## src/rtl/agc_counter_arbiter.sv

```systemverilog
// agc_counter_arbiter
// Counter-cell priority arbiter and sequencer. Holds plus/minus increment
// requests from the involuntary counter cells as pending bits and, at each
// memory-cycle boundary, steals one counter cycle for the highest-priority
// pending cell (cell 0 highest).
//
// Ports
//   CLOCK     in   system clock, rising edge
//   SIM_RST   in   synchronous active-high reset
//   REQ_P     in   per-cell plus-increment request pulse
//   REQ_M     in   per-cell minus-increment request pulse
//   MCT_END   in   end-of-memory-cycle pulse
//   INKL      in   inhibit starting counter cycles
//   CTR_BUSY  out  counter cycle in progress
//   CTR_ADDR  out  erasable address of serviced cell, 0 when idle
//   CTR_OP    out  00 none, 01 PINC, 10 MINC
//   CTR_DONE  out  one-clock pulse after a counter cycle
//   CTR_PEND  out  OR of all pending bits
//   REQ_LOST  out  one-clock pulse when a duplicate request is dropped
module agc_counter_arbiter #(
    parameter int unsigned NCTR      = 20,
    parameter logic [11:0] BASE_ADDR = 12'o0024,
    parameter int unsigned CYCLE_LEN = 12
) (
    input  logic            CLOCK,
    input  logic            SIM_RST,
    input  logic [NCTR-1:0] REQ_P,
    input  logic [NCTR-1:0] REQ_M,
    input  logic            MCT_END,
    input  logic            INKL,
    output logic            CTR_BUSY,
    output logic [11:0]     CTR_ADDR,
    output logic [1:0]      CTR_OP,
    output logic            CTR_DONE,
    output logic            CTR_PEND,
    output logic            REQ_LOST
);

    localparam int unsigned ADDR_W = 12;
    localparam int unsigned SEL_W  = (NCTR > 1) ? $clog2(NCTR) : 1;
    localparam int unsigned CNT_W  = $clog2(CYCLE_LEN + 1);

    localparam logic [1:0] OP_NONE = 2'b00;
    localparam logic [1:0] OP_PINC = 2'b01;
    localparam logic [1:0] OP_MINC = 2'b10;

    typedef enum logic [1:0] {
        S_IDLE = 2'd0,
        S_ARB  = 2'd1,
        S_RUN  = 2'd2,
        S_DONE = 2'd3
    } state_e;

    state_e              state_q, state_d;
    logic [NCTR-1:0]     pp_q, pp_d;
    logic [NCTR-1:0]     pm_q, pm_d;
    logic [SEL_W-1:0]    sel_q, sel_d;
    logic [1:0]          op_q, op_d;
    logic [CNT_W-1:0]    cnt_q, cnt_d;

    logic                busy_q, busy_d;
    logic [ADDR_W-1:0]   addr_q, addr_d;
    logic [1:0]          ctr_op_q, ctr_op_d;
    logic                done_q, done_d;
    logic                pend_q, pend_d;
    logic                lost_q, lost_d;

    logic                last_run_c;
    logic [NCTR-1:0]     svc_c;
    logic [NCTR-1:0]     cand_c;
    logic [SEL_W-1:0]    pick_c;
    logic                found_c;

    // Final clock of the counter cycle; the serviced bit clears at its end.
    assign last_run_c = (state_q == S_RUN) && (cnt_q == CNT_W'(CYCLE_LEN - 1));
    assign svc_c      = last_run_c ? (NCTR'(1) << sel_q) : '0;

    // Request capture. The service clear is applied after capture, but a
    // lone same-sign request on the final clock re-arms the bit and is not
    // counted as a duplicate.
    always_comb begin
        pp_d   = pp_q;
        pm_d   = pm_q;
        lost_d = 1'b0;
        for (int unsigned i = 0; i < NCTR; i++) begin
            if (REQ_P[i] && !REQ_M[i]) begin
                if (pm_q[i]) begin
                    pp_d[i] = 1'b0;
                    pm_d[i] = 1'b0;
                end else if (pp_q[i]) begin
                    if (!(svc_c[i] && (op_q == OP_PINC))) begin
                        lost_d = 1'b1;
                    end
                end else begin
                    pp_d[i] = 1'b1;
                end
            end else if (REQ_M[i] && !REQ_P[i]) begin
                if (pp_q[i]) begin
                    pp_d[i] = 1'b0;
                    pm_d[i] = 1'b0;
                end else if (pm_q[i]) begin
                    if (!(svc_c[i] && (op_q == OP_MINC))) begin
                        lost_d = 1'b1;
                    end
                end else begin
                    pm_d[i] = 1'b1;
                end
            end
            if (svc_c[i]) begin
                if ((op_q == OP_PINC) && !(REQ_P[i] && !REQ_M[i])) begin
                    pp_d[i] = 1'b0;
                end
                if ((op_q == OP_MINC) && !(REQ_M[i] && !REQ_P[i])) begin
                    pm_d[i] = 1'b0;
                end
            end
        end
    end

    assign pend_d = |(pp_d | pm_d);

    // Arbitration candidates: cells pending now that survive this clock's capture.
    always_comb begin
        cand_c  = (pp_q | pm_q) & (pp_d | pm_d);
        found_c = 1'b0;
        pick_c  = '0;
        for (int i = int'(NCTR) - 1; i >= 0; i--) begin
            if (cand_c[i]) begin
                found_c = 1'b1;
                pick_c  = SEL_W'(i);
            end
        end
    end

    // Next-state and registered-output logic.
    always_comb begin
        state_d = state_q;
        sel_d   = sel_q;
        op_d    = op_q;
        cnt_d   = cnt_q;
        unique case (state_q)
            S_IDLE: begin
                if (MCT_END && pend_q && !INKL) begin
                    state_d = S_ARB;
                end
            end
            S_ARB: begin
                if (found_c) begin
                    sel_d   = pick_c;
                    op_d    = pp_d[pick_c] ? OP_PINC : OP_MINC;
                    cnt_d   = '0;
                    state_d = S_RUN;
                end else begin
                    state_d = S_IDLE;
                end
            end
            S_RUN: begin
                if (last_run_c) begin
                    state_d = S_DONE;
                end else begin
                    cnt_d = CNT_W'(cnt_q + 1'b1);
                end
            end
            S_DONE: begin
                state_d = S_IDLE;
            end
            default: begin
                state_d = S_IDLE;
            end
        endcase
        busy_d   = (state_d == S_RUN);
        addr_d   = busy_d ? (BASE_ADDR + ADDR_W'(sel_d)) : '0;
        ctr_op_d = busy_d ? op_d : OP_NONE;
        done_d   = (state_d == S_DONE);
    end

    // State and output registers.
    always_ff @(posedge CLOCK) begin
        if (SIM_RST) begin
            state_q  <= S_IDLE;
            pp_q     <= '0;
            pm_q     <= '0;
            sel_q    <= '0;
            op_q     <= OP_NONE;
            cnt_q    <= '0;
            busy_q   <= 1'b0;
            addr_q   <= '0;
            ctr_op_q <= OP_NONE;
            done_q   <= 1'b0;
            pend_q   <= 1'b0;
            lost_q   <= 1'b0;
        end else begin
            state_q  <= state_d;
            pp_q     <= pp_d;
            pm_q     <= pm_d;
            sel_q    <= sel_d;
            op_q     <= op_d;
            cnt_q    <= cnt_d;
            busy_q   <= busy_d;
            addr_q   <= addr_d;
            ctr_op_q <= ctr_op_d;
            done_q   <= done_d;
            pend_q   <= pend_d;
            lost_q   <= lost_d;
        end
    end

    assign CTR_BUSY = busy_q;
    assign CTR_ADDR = addr_q;
    assign CTR_OP   = ctr_op_q;
    assign CTR_DONE = done_q;
    assign CTR_PEND = pend_q;
    assign REQ_LOST = lost_q;

endmodule

```

## config.mk

```make
export PLATFORM = sky130hd
export DESIGN_NAME = agc_counter_arbiter
export DESIGN_NICKNAME = d
export VERILOG_FILES = /design/src/rtl/agc_counter_arbiter.sv
export SDC_FILE = /design/constraint.sdc
export NUM_CORES = 1
export LEC_CHECK = 0
export ABC_AREA = 1
export CAP_MARGIN = 25
export CELL_PAD_IN_SITES_DETAIL_PLACEMENT = 1
export CELL_PAD_IN_SITES_GLOBAL_PLACEMENT = 1
export CORE_UTILIZATION = 42
export DETAILED_ROUTE_END_ITERATION = 16
export DONT_BUFFER_PORTS = 1
export GPL_TIMING_DRIVEN = 1
export HOLD_SLACK_MARGIN = 0.15
export PLACE_DENSITY = 0.73
export SLEW_MARGIN = 15
export SYNTH_ARGS = -nofsm -noshare
export SYNTH_HDL_FRONTEND = slang
export SYNTH_SLANG_ARGS = --single-unit
```

## constraint.sdc

```tcl
create_clock -name CLOCK -period 3.93 [get_ports CLOCK]
set_input_delay 0.5895 -clock CLOCK [delete_from_list [all_inputs] [get_ports CLOCK]]
set_output_delay 0.5895 -clock CLOCK [all_outputs]
set_load 0.005 [all_outputs]
```

==> metrics.txt <==
total power=1960 µW; Min-Delay Path Class=input port to flip-flop; root buffer cell=clkbuf_8; Worst setup EP type=flip-flop; Final min period=3630 ps; total grt overflow=0; IO Pins=62; cell mode on critical path=nand2_1; pwr/cell area=387 mW/mm²; Least-Margin Pin Slew=776 ps; post-synthesis compound-gate area fraction=15.6%; initial antenna violation count=0; worst path buffer plus inverter count=4; Crit path largest cell delay=380 ps; CTS tree=done; max-slew violations=0; Inst Count DP=854; wire per inst=17.2 µm; slowest CP cell=dfxtp_4; VDD IR max=0.185 mV; Post-DRT Antenna Nets=0; Initial Utilization=44.0%; slack of the critical path=295 ps; status=finished, final reports clean; adder-cell area share of the yosys netlist=0.571%; CTS max path bufs=2; Synth Register Bits=65; maximum clock rate=275 MHz; Syn Inst Count=716; largest family of logic cells by synthesized area=simple AND/OR/NAND/NOR gates; n_diodes=0; drt initial violations=191; first-pass GRT wire length=24,400 µm; Core ar.=0.00995 mm²; sequential fraction of the synthesis area=29.7%; Pre-antenna DRT Iters=4; Synth cell types=51; top-count cell post-synth=nand2_1; share of the synthesized area in the top cell type=29.7%; Num CTS Buffers=9; post-synthesis mux area share=0%; Die X=104 µm; Post-DP HPWL=11,800 µm; setup violators final=0; DR DRC count=0; post-layout util=50.8%; vias in the first global route=4,925; Synth Area per Inst=6.12 µm²; area grow syn2layout=15.4%; ys async rst share=0%; Leak Pwr=0.00236 µW; Synth area leaders=dfxtp_1, nand2_1, nor2_1; Fin Setup TNS=0 ps; num rows=36; clock sinks=65; ys flop type=dfxtp_1; Synth area leader=dfxtp_1; Hold Vio Cnt, Final=0; pre-CTS WS=53.2 ps; Max Clock Skew=13.3 ps; post-synthesis simple-gate area fraction=41.2%; Worst-path clk slew=80 ps; synth cell count leaders=nand2_1, nor2_1, inv_1, nand3_1, dfxtp_1; worst-path fanout max=7; CP delay by family, top=simple AND/OR/NAND/NOR gates; worst skew pair latency=370 ps; Arrival @ worst endpoint=3890 ps; CP Cell Sequence=ha_4, nand2_1, inv_1, nand3_4, nor3_4, buf_4, nand4_1, o21ai_1, inv_1, a21oi_1, nand2_1, o21ai_1, nand2_1, nor2_1, nand2_1, nor2_1, nand2_1, nand2_4, nand2_1, o21ai_0, inv_1, ha_1, o21ai_0, a21oi_1; pin count of the biggest net entering global routing=55; vias per inst=5.50; share of cells above drive strength 1=13.1%; # port buffers=0; Worst slew margin=47.8%; WS Path Type=flip-flop to flip-flop; GP Congestion=0.895; warning count from the yosys run=0; Critical Path RT=4190 ps; routed vias=4,856; drt total wl=15,200 µm; RSZ-0062 raised after global routing=yes; H-tree depth=3; die area=0.0109 mm²; synthesized cell area=0.00438 mm²; Startpoint Class=flip-flop; count of nets after finishing=791; MaxCap Viol Count=0; period utilisation layout=92.5%; Post-synth EDFFs=0; layout filler cell count=1,412; Finished Layout Cells=883; die height=104 µm; Synth Area in XOR/XNOR=0.999%; Total GRT Usage=28.6%
-- flip-flops by register name, summed over array words and instances (netlist names) --
signal    cells
pm_q         20
pp_q         20
CTR_PEND      1
CTR_BUSY      1
REQ_LOST      1
cnt_q         4
CTR_ADDR      6
sel_q         5
state_q       2
CTR_DONE      1
op_q          2
CTR_OP        2
-- path summary, 6_finish.rpt --
kind / to / slack (ps) / from / cells after the start
max reg2reg: CTR_ADDR[4] / 300 / cnt_q[0] / 24
min reg2reg: cnt_q[1] / 500 / cnt_q[1] / 2
max: CTR_ADDR[4] / 300 / cnt_q[0] / 24
min: cnt_q[1] / 290 / SIM_RST / 1
-- logic make-up after synthesis --
family,after synthesis
AO/OA/AOI/OAI,108
XOR/XNOR,5
adder cells (fa/ha/maj),2
buffers and inverters,128
flip-flops,65
other,1
AND/OR/NAND/NOR,407
-- report_power, final --
part / total (µW) / switching, µW / internal (µW) / leakage [µW]
combinational: 497 / 323 / 174 / 0.00171
clock: 743 / 302 / 441 / 0.000119
sequential: 720 / 29.5 / 690 / 0.000533
-- through the flow --
step | hold slack (ps) | instance area [µm²]
4_1_cts | 276 | 4860
3_5_place_dp | 486 | 4610
3_3_place_gp | 463 | 4610
5_1_grt | 271 | 5060
6_report | 289 | 5060
2_1_floorplan | 457 | 4400
-- metal layers --
metal / GRT usage (%) / vias to the layer above / part of all wire [%]
met2: 50.3 / 82 / 49
met5: 0 / - / 0
met1: 36.3 / 2370 / 46
li1: - / 2397 / -
met4: 7.35 / 0 / 0.68
met3: 4.20 / 7 / 3.6
-- cells in the final DEF (no fill, tap or decap), types with 3 or more instances in the layout --
cell and n:
nor4_1 7, o21ai_2 4, dfxtp_1 63, nand4_1 9
a21oi_1 18, a22oi_2 3, nor3_1 28, buf_4 31
nor2_2 3, o21ai_1 10, o21ai_0 30, clkbuf_8 10
inv_1 100, or2_2 3, xnor2_1 5, nand3_2 3
bufinv_16 3, a21oi_2 4, nor2_1 113, a31oi_1 9
nand2_1 152, o31ai_1 4, nor2_4 5, inv_2 7
conb_1 6, nand3_1 72
-- layout make-up --
type	instances	area (µm²)	share of cell area, %
multi-input cells	528	2680	52.9
clock buffers	10	138	2.72
repair buffers	32	244	4.82
repair inverters	1	5.00	0.0989
clock inverters	6	114	2.25
flip-flops and latches	65	1310	25.8
inverters	108	410	8.11
well taps	133	166	3.29
-- what timing repair did --
| action | 4_1_cts | 5_1_grt |
|---|---|---|
| endpoints found under the hold margin | 0 | 0 |
| hold buffers | 0 | 0 |
| buffers inserted | 0 | 12 |
| gates resized for setup | 0 | 34 |
| setup endpoints to repair | 0 | 17 |
Note: power is estimated with default switching activity, not from simulation.
